`config.mk`:
```
export PLATFORM = sky130hd
export DESIGN_NAME = matrix_mult
export DESIGN_NICKNAME = d
export VERILOG_FILES = /design/src/rtl/matrix_mult_pkg.sv /design/src/rtl/matrix_mult_dot3.sv /design/src/rtl/matrix_mult.sv
export SDC_FILE = /design/constraint.sdc
export NUM_CORES = 1
export LEC_CHECK = 0
export BUFFER_PORTS_ARGS = -buffer_cell sky130_fd_sc_hd__buf_4
export CAP_MARGIN = 20
export CORE_UTILIZATION = 25
export DETAILED_ROUTE_END_ITERATION = 12
export GPL_TIMING_DRIVEN = 1
export PLACE_DENSITY = 0.45
export SETUP_SLACK_MARGIN = 0.15
export SYNTH_ARGS = -nofsm -noshare
export SYNTH_HDL_FRONTEND = slang
export SYNTH_HIERARCHICAL = 1
export SYNTH_SLANG_ARGS = --single-unit
```
`constraint.sdc`:
```
create_clock -name Clock -period 9.3 [get_ports Clock]
set_input_delay 1.86 -clock Clock [delete_from_list [all_inputs] [get_ports Clock]]
set_output_delay 1.86 -clock Clock [all_outputs]
set_load 0.03 [all_outputs]
```
`src/rtl/matrix_mult_pkg.sv`:
```
`timescale 1ns/1ps
// Shared definitions for the 3x3 matrix multiplier: sizes, FSM states and
// the helpers that map matrix coordinates onto the packed input/output buses.
package matrix_mult_pkg;

  localparam int N = 3;   // matrix order
  localparam int W = 8;   // element width

  typedef enum logic [1:0] {
    IDLE = 2'd0,
    CALC = 2'd1,
    DONE = 2'd2
  } state_e;

  typedef struct packed {
    logic [1:0] row;
    logic [1:0] col;
  } rc_t;

  // Inputs pack element (r,c) LSB-first: (0,0) sits in the low byte.
  function automatic int in_off(input logic [1:0] r, input logic [1:0] c);
    return (int'(r) * N + int'(c)) * W;
  endfunction

  // The result bus packs element (r,c) MSB-first: returns the top bit of the
  // element, to be used with a descending (-:) part-select.
  function automatic int out_off(input logic [1:0] r, input logic [1:0] c);
    return N * N * W - 1 - W * (int'(r) * N + int'(c));
  endfunction

  // Row-major element index 0..8 to (row, col).
  function automatic rc_t idx_to_rc(input logic [3:0] idx);
    rc_t rc;
    case (idx)
      4'd0:    rc = '{row: 2'd0, col: 2'd0};
      4'd1:    rc = '{row: 2'd0, col: 2'd1};
      4'd2:    rc = '{row: 2'd0, col: 2'd2};
      4'd3:    rc = '{row: 2'd1, col: 2'd0};
      4'd4:    rc = '{row: 2'd1, col: 2'd1};
      4'd5:    rc = '{row: 2'd1, col: 2'd2};
      4'd6:    rc = '{row: 2'd2, col: 2'd0};
      4'd7:    rc = '{row: 2'd2, col: 2'd1};
      4'd8:    rc = '{row: 2'd2, col: 2'd2};
      default: rc = '{row: 2'd0, col: 2'd0};
    endcase
    return rc;
  endfunction

endpackage

```
`src/rtl/matrix_mult_dot3.sv`:
```
`timescale 1ns/1ps
// Combinational 3-term dot product of two W-bit vectors, truncated to W bits.
module matrix_mult_dot3
  import matrix_mult_pkg::*;
(
  input  logic [N*W-1:0] a_i,
  input  logic [N*W-1:0] b_i,
  output logic [W-1:0]   y_o
);

  // Evaluating in a W-bit context keeps exactly the low W bits of the
  // full-width sum, since truncation commutes with add and multiply mod 2^W.
  always_comb begin
    y_o = a_i[0*W +: W] * b_i[0*W +: W]
        + a_i[1*W +: W] * b_i[1*W +: W]
        + a_i[2*W +: W] * b_i[2*W +: W];
  end

endmodule

```
`src/rtl/matrix_mult.sv`:
```
`timescale 1ns/1ps
// 3x3 unsigned matrix multiplier: latches A and B, then produces one result
// element per cycle through a single shared dot-product unit.
module matrix_mult
  import matrix_mult_pkg::*;
(
  input  logic             Clock,
  input  logic             reset,
  input  logic             Enable,
  input  logic [N*N*W-1:0] A,
  input  logic [N*N*W-1:0] B,
  output logic [N*N*W-1:0] C,
  output logic             done
);

  state_e             state_q, state_d;
  logic [3:0]         idx_q,   idx_d;
  logic [N*N*W-1:0]   a_q,     a_d;
  logic [N*N*W-1:0]   b_q,     b_d;
  logic [N*N*W-1:0]   c_q,     c_d;
  logic               done_q,  done_d;

  rc_t                rc;
  logic [N*W-1:0]     a_vec, b_vec;
  logic [W-1:0]       dot;

  // Gather row rc.row of the latched A and column rc.col of the latched B.
  always_comb begin
    rc    = idx_to_rc(idx_q);
    a_vec = '0;
    b_vec = '0;
    for (int k = 0; k < N; k++) begin
      a_vec[k*W +: W] = a_q[in_off(rc.row, 2'(k)) +: W];
      b_vec[k*W +: W] = b_q[in_off(2'(k), rc.col) +: W];
    end
  end

  matrix_mult_dot3 u_dot3 (
    .a_i (a_vec),
    .b_i (b_vec),
    .y_o (dot)
  );

  // Next-state and datapath update for the IDLE/CALC/DONE controller.
  always_comb begin
    // NOTE: every target gets a hold-value default first so no path through
    // the case statement leaves a variable unassigned (which would infer a latch).
    state_d = state_q;
    idx_d   = idx_q;
    a_d     = a_q;
    b_d     = b_q;
    c_d     = c_q;
    done_d  = done_q;

    case (state_q)
      IDLE: begin
        done_d = 1'b0;
        if (Enable) begin
          a_d     = A;
          b_d     = B;
          c_d     = '0;
          idx_d   = 4'd0;
          state_d = CALC;
        end
      end

      CALC: begin
        if (!Enable) begin
          // Abort: the partially written result is left in place.
          done_d  = 1'b0;
          state_d = IDLE;
        end else begin
          c_d[out_off(rc.row, rc.col) -: W] = dot;
          idx_d = idx_q + 4'd1;
          if (idx_q == 4'(N*N-1)) begin
            done_d  = 1'b1;
            state_d = DONE;
          end
        end
      end

      DONE: begin
        // Enable held high only holds the result; a restart needs IDLE first.
        if (!Enable) begin
          done_d  = 1'b0;
          state_d = IDLE;
        end
      end

      default: begin
        done_d  = 1'b0;
        state_d = IDLE;
      end
    endcase
  end

  // State and datapath registers with synchronous reset.
  always_ff @(posedge Clock) begin
    // NOTE: the latched operands are wide data registers, but they are still
    // reset here because a cleared operand state is part of the block's
    // defined reset behaviour, not just the control path.
    if (reset) begin
      state_q <= IDLE;
      idx_q   <= '0;
      a_q     <= '0;
      b_q     <= '0;
      c_q     <= '0;
      done_q  <= 1'b0;
    end else begin
      // NOTE: non-blocking assignments so every register samples the values
      // computed from the pre-edge state, independent of statement order.
      state_q <= state_d;
      idx_q   <= idx_d;
      a_q     <= a_d;
      b_q     <= b_d;
      c_q     <= c_d;
      done_q  <= done_d;
    end
  end

  assign C    = c_q;
  assign done = done_q;

endmodule

```
==> impl_metrics.yaml, run 1 <==
die:
  die_h_um: 229.0
  die_area_mm2: 0.05245
  initial_utilization: 0.2552
  core_region_area_mm2: 0.05048
  floorplan.io_pins: 220
  core.rowCount: 82
  dieWidth_um: 229.0
placement:
  detailedPlacementHpwl_um: 33120
  port_buffers: 219
  post_dp_cell_area_mm2: 0.01515
  gp_congestion: 0.8771
sta:
  timing.setup.tns_ns: 0
  finalMaxSlewViolations: 0
  slew_headroom: 0.2693
  hold_violation_total_from_the_final_report: 0
  worst_margin_slew_ns: 1.096
  whs_ns: 0.4506
  clock.fmax_mhz: 121.0
  fin_worst_skew_ns: 0.01601
  grt_setup_unrepaired: "false"
  finalSetupViolCount: 0
  finalCriticalPeriod_ns: 8.268
  layout_worst_path_cycle_share: 0.8890
final_layout:
  design_area_mm2: 0.01616
  combined_area_of_the_multi_input_logic_cells_mm2: 0.007597
  antenna-diode-count: 0
  final_layout_net_count: 1896
  final.fill_count: 5413
  syn2layout_area_growth_pct: 25.40
  drive_gt1_frac: 0.2140
  post-route-util: 0.3200
  final-seq-area_mm2: 0.004546
  final_common_cell: "sky130_fd_sc_hd__nand2_1"
  layout_common_cells: "379 x sky130_fd_sc_hd__nand2_1, 232 x sky130_fd_sc_hd__buf_4, 226 x sky130_fd_sc_hd__dfxtp_1"
yosys:
  synth_fp_nets: 1711
  yosysSeqAreaShare: 0.3527
  ys.warnings.count: 6
  synth_cell_type_count: 63
  synthesis.instances: 1447
  synth_top_flop_cell: "sky130_fd_sc_hd__dfxtp_1"
  synth_area_per_cell_um2: 8.904
  mappedNetlistArea_mm2: 0.01288
  synth_edf_count: 0
  ys_async_sr_fraction: 0
  synth.ff_latch_count: 227
setup_path:
  critPathArrivalTime_ns: 8.74
  crit_type: "reg -> reg"
  crit_path_start: "rc[3]$_DFF_P_"
  reg2reg_to: "C[7]$_SDFFE_PP0P_"
  setup.worst_path.end_class: "register"
  critPathMaxFanout: 27
  regToRegStartpoint: "rc[3]$_DFF_P_"
  worst_path_required_time_ns: 9.77
  regToRegSetupSlack_ns: 1.03
  worstRegToRegCells: 25
  crit_end: "C[7]$_SDFFE_PP0P_"
  start_kind: "register"
grt:
  first_global_vias: 10760
  gr-total-overflow: 0
  global_route.usage.total: 0.1603
  first_pass_grt_wire_length_um: 65170
  grt_start_max_net_pins: 96
  number_of_antenna_violations_at_the_first_check_in_global_routing: 0
pwr:
  power_density_mw_per_mm2: 156.0
  cellLeakagePower_nw: 6.540
  vdd_ir_drop_max_v: 0.0001539
flow_run:
  max-cap-violations: 0
clock_network:
  cts.sinks: 227
  tritoncts.num_buffers: 29
  clock_tree.root_cell: "sky130_fd_sc_hd__clkbuf_16"
  tritoncts: "built"
  cts_hold_repair.buffers: 0
  htree_num_levels: 1
  cts.repair_timing.setup_buffer_count: 0
  cts_max_path_buffers: 3
  cts-resized-gates: 0
  clkSlewWorstSetupHoldPaths_ns: 0.06
  clock_insertion_delay_worst_skew_ns: 0.58
detailed_routing:
  remaining_drc_errors: 0
  ant_nets: 0
  firstDrtPassIters: 5
  avgViaCountPerCell: 4.544
  wl_per_cell_um: 18.35
  postRouteWirelength_um: 42670
  drt_iter0_markers: 608
  detailroute.via_count: 10570
outcome:
  run_status: "finished clean"
worst_hold_path:
  worstHoldPathType: "reg -> reg"
cells by family after synthesis:
kind of cell,Yosys count,synth area share
multiplexers,67,0.09090
XOR/XNOR,50,0.03564
buffers and inverters,190,0.05876
AND/OR/NAND/NOR,507,0.1709
adder cells (fa/ha/maj),117,0.1445
flip-flops,227,0.3527
AO/OA/AOI/OAI,289,0.1465
synth_stat cells, drive strengths merged, types with 5 or more instances:
library cell | number | area [um^2]
buf | 33 | 167.7
o32ai | 18 | 195.2
o2bb2ai | 23 | 201.4
mux2i | 27 | 270.3
nor2 | 25 | 93.84
xnor2 | 41 | 366.6
nand2b | 10 | 62.56
xor2 | 8 | 70.07
a21oi | 168 | 848.3
a21o | 5 | 37.54
a22o | 28 | 245.2
nand2 | 383 | 1448
and2 | 50 | 319.1
clkbuf | 47 | 176.4
o21ai | 21 | 105.1
inv | 110 | 412.9
fa | 53 | 1061
ha | 64 | 800.8
mux4 | 40 | 900.9
nor2b | 15 | 93.84
a32o | 5 | 50.05
dfxtp | 227 | 4544
where the power goes:
part	internal [mW]	switching (mW)
Sequential	1.01	0.0325
Clock	0.700	0.462
Combinational	0.130	0.186
sequential cells by signal, summed over array words and instances, names as in the netlist:
register and cells:
C 72, a_q 72, b_q 72, idx_q 4, rc 4, state_q 2, done 1
area by class of cell:
type                    instances  area share
flip-flops and latches        227      0.2814
clock inverters                17     0.01216
clock buffers                  36     0.04964
repair buffers                234      0.1090
well taps                     672     0.05204
multi-input cells            1030      0.4703
inverters                     110     0.02556
through the flow:
| step | instances | setup WS, ns | total power, mW |
|---|---|---|---|
| floorplan | 1447 | 1.309 | 1.240 |
| global placement | 2272 | 1.223 | 1.384 |
| detailed placement | 2272 | 0.9910 | 1.388 |
| CTS | 2325 | 0.9312 | 2.564 |
| global route | 2326 | 0.3410 | 2.637 |
| finish | 2326 | 1.032 | 2.521 |
metal layers:
metal	share of wire	track usage	wire (um)	vias up
met5	0	0	0	-
met4	0.020	0.03604	839	0
met3	0.040	0.02552	1710	51
met2	0.49	0.2739	20770	223
met1	0.45	0.2112	19350	5070
li1	-	-	-	5225
worst max-delay path, stage by stage (launching register included):
cell and delay (ns):
sky130_fd_sc_hd__dfxtp_1 0.30, sky130_fd_sc_hd__buf_4 0.19, sky130_fd_sc_hd__ha_1 1.03, sky130_fd_sc_hd__mux4_2 0.38, sky130_fd_sc_hd__mux2i_1 0.11, sky130_fd_sc_hd__nor2_1 0.13, sky130_fd_sc_hd__a21oi_1 0.05, sky130_fd_sc_hd__nor2_1 0.37
sky130_fd_sc_hd__nand2_1 0.16, sky130_fd_sc_hd__fa_1 0.54, sky130_fd_sc_hd__fa_1 0.51, sky130_fd_sc_hd__fa_1 0.52, sky130_fd_sc_hd__inv_1 0.05, sky130_fd_sc_hd__fa_1 0.48, sky130_fd_sc_hd__fa_1 0.52, sky130_fd_sc_hd__fa_1 0.54
sky130_fd_sc_hd__inv_1 0.05, sky130_fd_sc_hd__fa_1 0.52, sky130_fd_sc_hd__inv_1 0.04, sky130_fd_sc_hd__ha_1 0.32, sky130_fd_sc_hd__a21oi_1 0.17, sky130_fd_sc_hd__xnor2_1 0.15, sky130_fd_sc_hd__xnor2_1 0.10, sky130_fd_sc_hd__xnor2_1 0.47
sky130_fd_sc_hd__nand2_1 0.25, sky130_fd_sc_hd__o32ai_1 0.19
how the worst min path moves through the flow:
stage	slack [ns]	cells after the start	end	startpoint
after floorplan	0.43	2	b_q[16]$_SDFFE_PP0P_	b_q[16]$_SDFFE_PP0P_
after global placement	0.44	2	b_q[32]$_SDFFE_PP0P_	b_q[32]$_SDFFE_PP0P_
after detailed placement	0.44	2	b_q[19]$_SDFFE_PP0P_	b_q[19]$_SDFFE_PP0P_
after CTS	0.45	2	b_q[20]$_SDFFE_PP0P_	b_q[20]$_SDFFE_PP0P_
after global routing	0.47	2	b_q[22]$_SDFFE_PP0P_	b_q[22]$_SDFFE_PP0P_
final	0.45	2	b_q[20]$_SDFFE_PP0P_	b_q[20]$_SDFFE_PP0P_
No activity file was read; power rests on OpenSTA's default activity.
==> run 2, diff against run 1 <==
Settings changed: ABC_AREA set to 1, TNS_END_PERCENT set to 30.
==> impl_metrics.yaml, run 2 <==
outcome:
  run_status: "finished clean"
placement:
  gp_congestion: 0.8939
  port_buffers: 219
  detailedPlacementHpwl_um: 37180
setup_path:
  critPathMaxFanout: 17
  crit_type: "reg -> reg"
  critPathArrivalTime_ns: 8.80
  setup.worst_path.end_class: "register"
  regToRegSetupSlack_ns: 0.98
  crit_path_max_incr_delay_ns: 0.54
  start_kind: "register"
  critical_path.most_common_cell: "sky130_fd_sc_hd__fa_1"
  worstRegToRegCells: 31
  timing.critical_path.slowest_stage_cell: "sky130_fd_sc_hd__fa_1"
  worst_path_required_time_ns: 9.78
final_layout:
  final_layout_net_count: 2438
  drive_gt1_frac: 0.1495
  final_common_cell: "sky130_fd_sc_hd__nand2_1"
  antenna-diode-count: 0
  final.fill_count: 5943
  syn2layout_area_growth_pct: 23.07
  layout_common_cells: "393 x sky130_fd_sc_hd__nand2_1, 390 x sky130_fd_sc_hd__nor2_1, 238 x sky130_fd_sc_hd__buf_4"
yosys:
  synthesis.instances: 2011
  synth.top_cells.by_count: "393 x sky130_fd_sc_hd__nand2_1, 390 x sky130_fd_sc_hd__nor2_1, 228 x sky130_fd_sc_hd__o21ai_0, 227 x sky130_fd_sc_hd__dfxtp_1, 207 x sky130_fd_sc_hd__inv_1"
  yosysTopAreaCellShare: 0.3310
  synth.ff_latch_count: 227
  synth_fp_nets: 2275
  synth_area_per_cell_um2: 6.828
  post-synth-top-area-cell: "sky130_fd_sc_hd__dfxtp_1"
  post-synth-top-count-cell: "sky130_fd_sc_hd__nand2_1"
  synth_cell_type_count: 43
  top_cells_by_area_in_the_synthesized_netlist: "sky130_fd_sc_hd__dfxtp_1 33%, sky130_fd_sc_hd__nand2_1 11%, sky130_fd_sc_hd__nor2_1 11%"
  ys_async_sr_fraction: 0
  ys.warnings.count: 6
  synth_top_flop_cell: "sky130_fd_sc_hd__dfxtp_1"
  yosysSeqAreaShare: 0.3310
  synth_edf_count: 0
  mappedNetlistArea_mm2: 0.01373
worst_hold_path:
  worstHoldPathType: "reg -> reg"
  whs_path_depth: 2
die:
  floorplan.io_pins: 220
  die_area_mm2: 0.05586
  core.rowCount: 85
  core_region_area_mm2: 0.05403
  initial_utilization: 0.2541
  dieWidth_um: 236.4
  die_h_um: 236.4
clock_network:
  cts_hold_repair.buffers: 0
  cts.repair_timing.setup_buffer_count: 0
  cts-resized-gates: 0
  clock_tree.root_cell: "sky130_fd_sc_hd__clkbuf_16"
  clkSlewWorstSetupHoldPaths_ns: 0.06
  tritoncts: "built"
  htree_num_levels: 1
  tritoncts.num_buffers: 26
  cts.sinks: 227
  clock_insertion_delay_worst_skew_ns: 0.57
  cts_max_path_buffers: 3
sta:
  layout_worst_path_cycle_share: 0.8942
  hold_violation_total_from_the_final_report: 0
  finalSetupViolCount: 0
  timing.setup.tns_ns: 0
  whs_ns: 0.4604
  fin_worst_skew_ns: 0.01865
  slew_headroom: 0.3104
  finalMaxSlewViolations: 0
  clock.fmax_mhz: 120.3
  grt_setup_unrepaired: "false"
  worst_margin_slew_ns: 1.034
  finalCriticalPeriod_ns: 8.316
detailed_routing:
  detailroute.via_count: 13160
  route.layer.met1.wl_um: 22290
  ant_nets: 0
  remaining_drc_errors: 0
  avgViaCountPerCell: 4.553
  postRouteWirelength_um: 47810
  detailroute.wirelength.met2_um: 22620
  wl_met3_um: 2105
  wl_per_cell_um: 16.54
  firstDrtPassIters: 5
  drt_iter0_markers: 1062
  route.top_layer_used: "met4"
grt:
  first_pass_grt_wire_length_um: 73570
  gr-total-overflow: 0
  grt_start_max_net_pins: 145
  global_route.usage.total: 0.1680
  first_global_vias: 12800
  number_of_antenna_violations_at_the_first_check_in_global_routing: 0
pwr:
  power_density_mw_per_mm2: 179.7
  cellLeakagePower_nw: 7.809
  vdd_ir_drop_max_v: 0.0001140
flow_run:
  max-cap-violations: 0
-- run 2: changes by cell type in the layout (fill, tap and decap cells not counted), sizes merged, moves of 18 or more --
| cell | change |
|---|---|
| nor2 | +369 |
| o21ai | +214 |
| inv | +97 |
| nand3 | +82 |
| and2 | -50 |
| a21oi | -41 |
| mux4 | -40 |
| xnor2 | -34 |
| nand2 | +29 |
| a22o | -28 |
| mux2i | -27 |
| o2bb2ai | -23 |
| nor3 | +22 |
| o32ai | -18 |
-- run 2: kinds of logic (layout without fill, tap and decap cells) --
logic type	Yosys count	after routing	share of synthesized area
compound gates	403	403	0.1531
xor+xnor	13	13	0.008292
fa+ha+maj	117	117	0.1356
buf+inv	321	504	0.09131
flops	227	227	0.3310
simple gates	930	930	0.2808
-- run 2: final cells by class --
cell class                      instances  area, um^2  share of cell area
Sequential cell                       227        4544              0.2689
Timing Repair Buffer                  239        1814              0.1074
Clock buffer                           39       769.5             0.04554
Tap cell                              696       870.8             0.05153
Inverter                              217       824.5             0.04879
Multi-Input combinational cell       1463        7941              0.4699
Clock inverter                          9       133.9            0.007922
-- run 2: critical path, delay by kind of cell (launching register included) --
| family | cells | cell delay (ns) |
|---|---|---|
| DFF | 1 | 0.38 |
| AOI/OAI and AO/OA | 4 | 0.92 |
| adders and majority gates | 9 | 4.35 |
| and+or+nand+nor | 10 | 1.50 |
| buffers and inverters | 7 | 0.91 |
| xor gates and xnor gates | 1 | 0.16 |
-- run 2: worst paths after layout --
kind / from / end
hold reg to reg: C[43]$_SDFFE_PP0P_ / C[43]$_SDFFE_PP0P_
setup reg to reg: rc[3]$_DFF_P_ / C[7]$_SDFFE_PP0P_
hold / removal: C[43]$_SDFFE_PP0P_ / C[43]$_SDFFE_PP0P_
setup / recovery: rc[3]$_DFF_P_ / C[7]$_SDFFE_PP0P_
-- run 2: per-layer routing --
layer,vias up,GRT usage
met5,-,0
met4,0,0.03798
met3,46,0.01896
met2,253,0.2814
met1,6130,0.2300
li1,6729,-
-- run 2: power breakdown --
| part | internal, mW | switching [mW] |
|---|---|---|
| sequential | 1.04 | 0.0468 |
| clock | 0.654 | 0.436 |
| combinational | 0.291 | 0.573 |
| total | 1.98 | 1.06 |
-- run 2: per-stage QoR --
step / setup WS, ns / cell area (um^2) / instances / total power, mW / utilization
2_1_floorplan: 1.134 / 13730 / 2011 / 1.661 / -
3_3_place_gp: 1.028 / 15960 / 2841 / 1.968 / 0.2955
3_5_place_dp: 0.7910 / 15960 / 2841 / 1.976 / 0.2955
4_1_cts: 0.7993 / 16870 / 2889 / 3.073 / 0.3122
5_1_grt: 0.1849 / 16900 / 2890 / 3.231 / 0.3128
6_report: 0.9843 / 16900 / 2890 / 3.037 / 0.3128
==> run 3, diff against run 2 <==
Settings changed: CORE_ASPECT_RATIO set to 1.5, CTS_BUF_LIST set to sky130_fd_sc_hd__clkbuf_4 sky130_fd_sc_hd__clkbuf_8.
==> impl_metrics.yaml, run 3 (synthesized netlist as in run 2, its figures left out) <==
outcome:
  run_status: "finished with violations"
  violations: "DRC"
setup_path:
  crit_path_max_incr_delay_ns: 0.80
  timing.critical_path.slowest_stage_cell: "sky130_fd_sc_hd__a221oi_1"
  worst_path_required_time_ns: 9.77
  critPathArrivalTime_ns: 8.81
  critical_path.most_common_cell: "sky130_fd_sc_hd__fa_1"
  crit_type: "reg -> reg"
  start_kind: "register"
  setup.worst_path.end_class: "register"
  critPathMaxFanout: 17
final_layout:
  final.fill_count: 5854
  drive_gt1_frac: 0.1611
  layout_common_cells: "393 x sky130_fd_sc_hd__nand2_1, 390 x sky130_fd_sc_hd__nor2_1, 237 x sky130_fd_sc_hd__buf_4"
  syn2layout_area_growth_pct: 22.85
  design_area_mm2: 0.01687
  final_layout_net_count: 2451
  post-route-util: 0.3124
  final_common_cell: "sky130_fd_sc_hd__nand2_1"
detailed_routing:
  postRouteWirelength_um: 49990
  ant_nets: 0
  detailroute.via_count: 13270
  avgViaCountPerCell: 4.562
  firstDrtPassIters: 11
  wl_per_cell_um: 17.19
  drt_iter0_markers: 827
  remaining_drc_errors: 6
die:
  initial_utilization: 0.2543
  die_area_mm2: 0.05588
  dieWidth_um: 193.4
  floorplan.io_pins: 220
  core_region_area_mm2: 0.05400
  core.rowCount: 104
  die_h_um: 289.0
clock_network:
  cts_hold_repair.buffers: 0
  clkSlewWorstSetupHoldPaths_ns: 0.07
  cts_max_path_buffers: 3
  cts.sinks: 227
  tritoncts: "built"
  clock_insertion_delay_worst_skew_ns: 0.56
  htree_num_levels: 2
  tritoncts.num_buffers: 40
  clock_tree.root_cell: "sky130_fd_sc_hd__clkbuf_8"
  cts-resized-gates: 0
  cts.repair_timing.setup_buffer_count: 0
sta:
  slew_headroom: 0.3190
  timing.setup.tns_ns: 0
  layout_worst_path_cycle_share: 0.8963
  worst_margin_slew_ns: 1.017
  hold_violation_total_from_the_final_report: 0
  finalCriticalPeriod_ns: 8.336
  clock.fmax_mhz: 120.0
  whs_ns: 0.4648
  finalMaxSlewViolations: 0
  finalSetupViolCount: 0
  grt_setup_unrepaired: "false"
  fin_worst_skew_ns: 0.01977
pwr:
  share_of_power_burned_in_the_clock_network: 0.348
  p_switching_mw: 1.039
  comb_power_share: 0.288
  vdd_ir_drop_max_v: 0.00009539
  p_seq_frac: 0.364
  cellLeakagePower_nw: 7.824
  total_power_mw: 2.974
  swShare: 0.3492
  cell_internal_pwr_mw: 1.935
  power_density_mw_per_mm2: 176.3
grt:
  grt_start_max_net_pins: 84
  first_global_vias: 13390
  global_route.usage.total: 0.1769
  gr-total-overflow: 0
  first_pass_grt_wire_length_um: 76430
  number_of_antenna_violations_at_the_first_check_in_global_routing: 3
worst_hold_path:
  worstHoldPathType: "reg -> reg"
placement:
  detailedPlacementHpwl_um: 39040
  gp_congestion: 0.8645
  post_dp_cell_area_mm2: 0.01597
  port_buffers: 219
flow_run:
  max-cap-violations: 0
[run 3: final timing paths]
check                                           from  slack (ns)                    to  cells after the start
worst max-delay path                   rc[3]$_DFF_P_        0.96    C[23]$_SDFFE_PP0P_                     29
worst min-delay path            a_q[32]$_SDFFE_PP0P_        0.46  a_q[32]$_SDFFE_PP0P_                      2
worst max register to register         rc[3]$_DFF_P_        0.96    C[23]$_SDFFE_PP0P_                     29
worst min register to register  a_q[32]$_SDFFE_PP0P_        0.46  a_q[32]$_SDFFE_PP0P_                      2
[run 3: layout make-up]
class                           instances  area (um^2)  share of cell area
Tap cell                              689        862.1             0.05111
Clock inverter                          5        77.57            0.004599
Timing Repair Buffer                  238         1799              0.1067
Clock buffer                           66        808.3             0.04792
Inverter                              217        824.5             0.04888
Antenna cell                            3        7.507           0.0004450
Multi-Input combinational cell       1463         7945              0.4710
Sequential cell                       227         4544              0.2694
[run 3: critical path: cells and delay by family, from the launching register on]
family	cells	cell delay (ns)
AOI/OAI and AO/OA	5	1.44
and+or+nand+nor	7	0.96
DFF	1	0.39
xor gates and xnor gates	1	0.17
adders and majority gates	9	4.41
buffers and inverters	7	0.89
[run 3: power by group through the flow]
stage / registers [mW] / logic (mW) / clock network, mW
2_1_floorplan: 1.10 / 0.560 / 0
3_3_place_gp: 1.10 / 0.861 / 0
3_5_place_dp: 1.10 / 0.859 / 0
4_1_cts: 1.08 / 0.872 / 1.07
5_1_grt: 1.09 / 0.980 / 1.12
6_report: 1.08 / 0.856 / 1.03
[run 3: per-layer routing]
layer  vias up  track usage  wire (um)
li1       6762            -          -
met3        73      0.03562       2554
met5         -            0         31
met2       276       0.3470      26970
met1      6151       0.1856      19000
met4         4      0.06180       1429
[run 3: stage by stage]
step | cells | setup WS, ns
floorplan | 2011 | 1.134
global placement | 2834 | 1.017
detailed placement | 2834 | 0.8779
CTS | 2905 | 0.7895
global route | 2906 | 0.1783
finish | 2908 | 0.9643
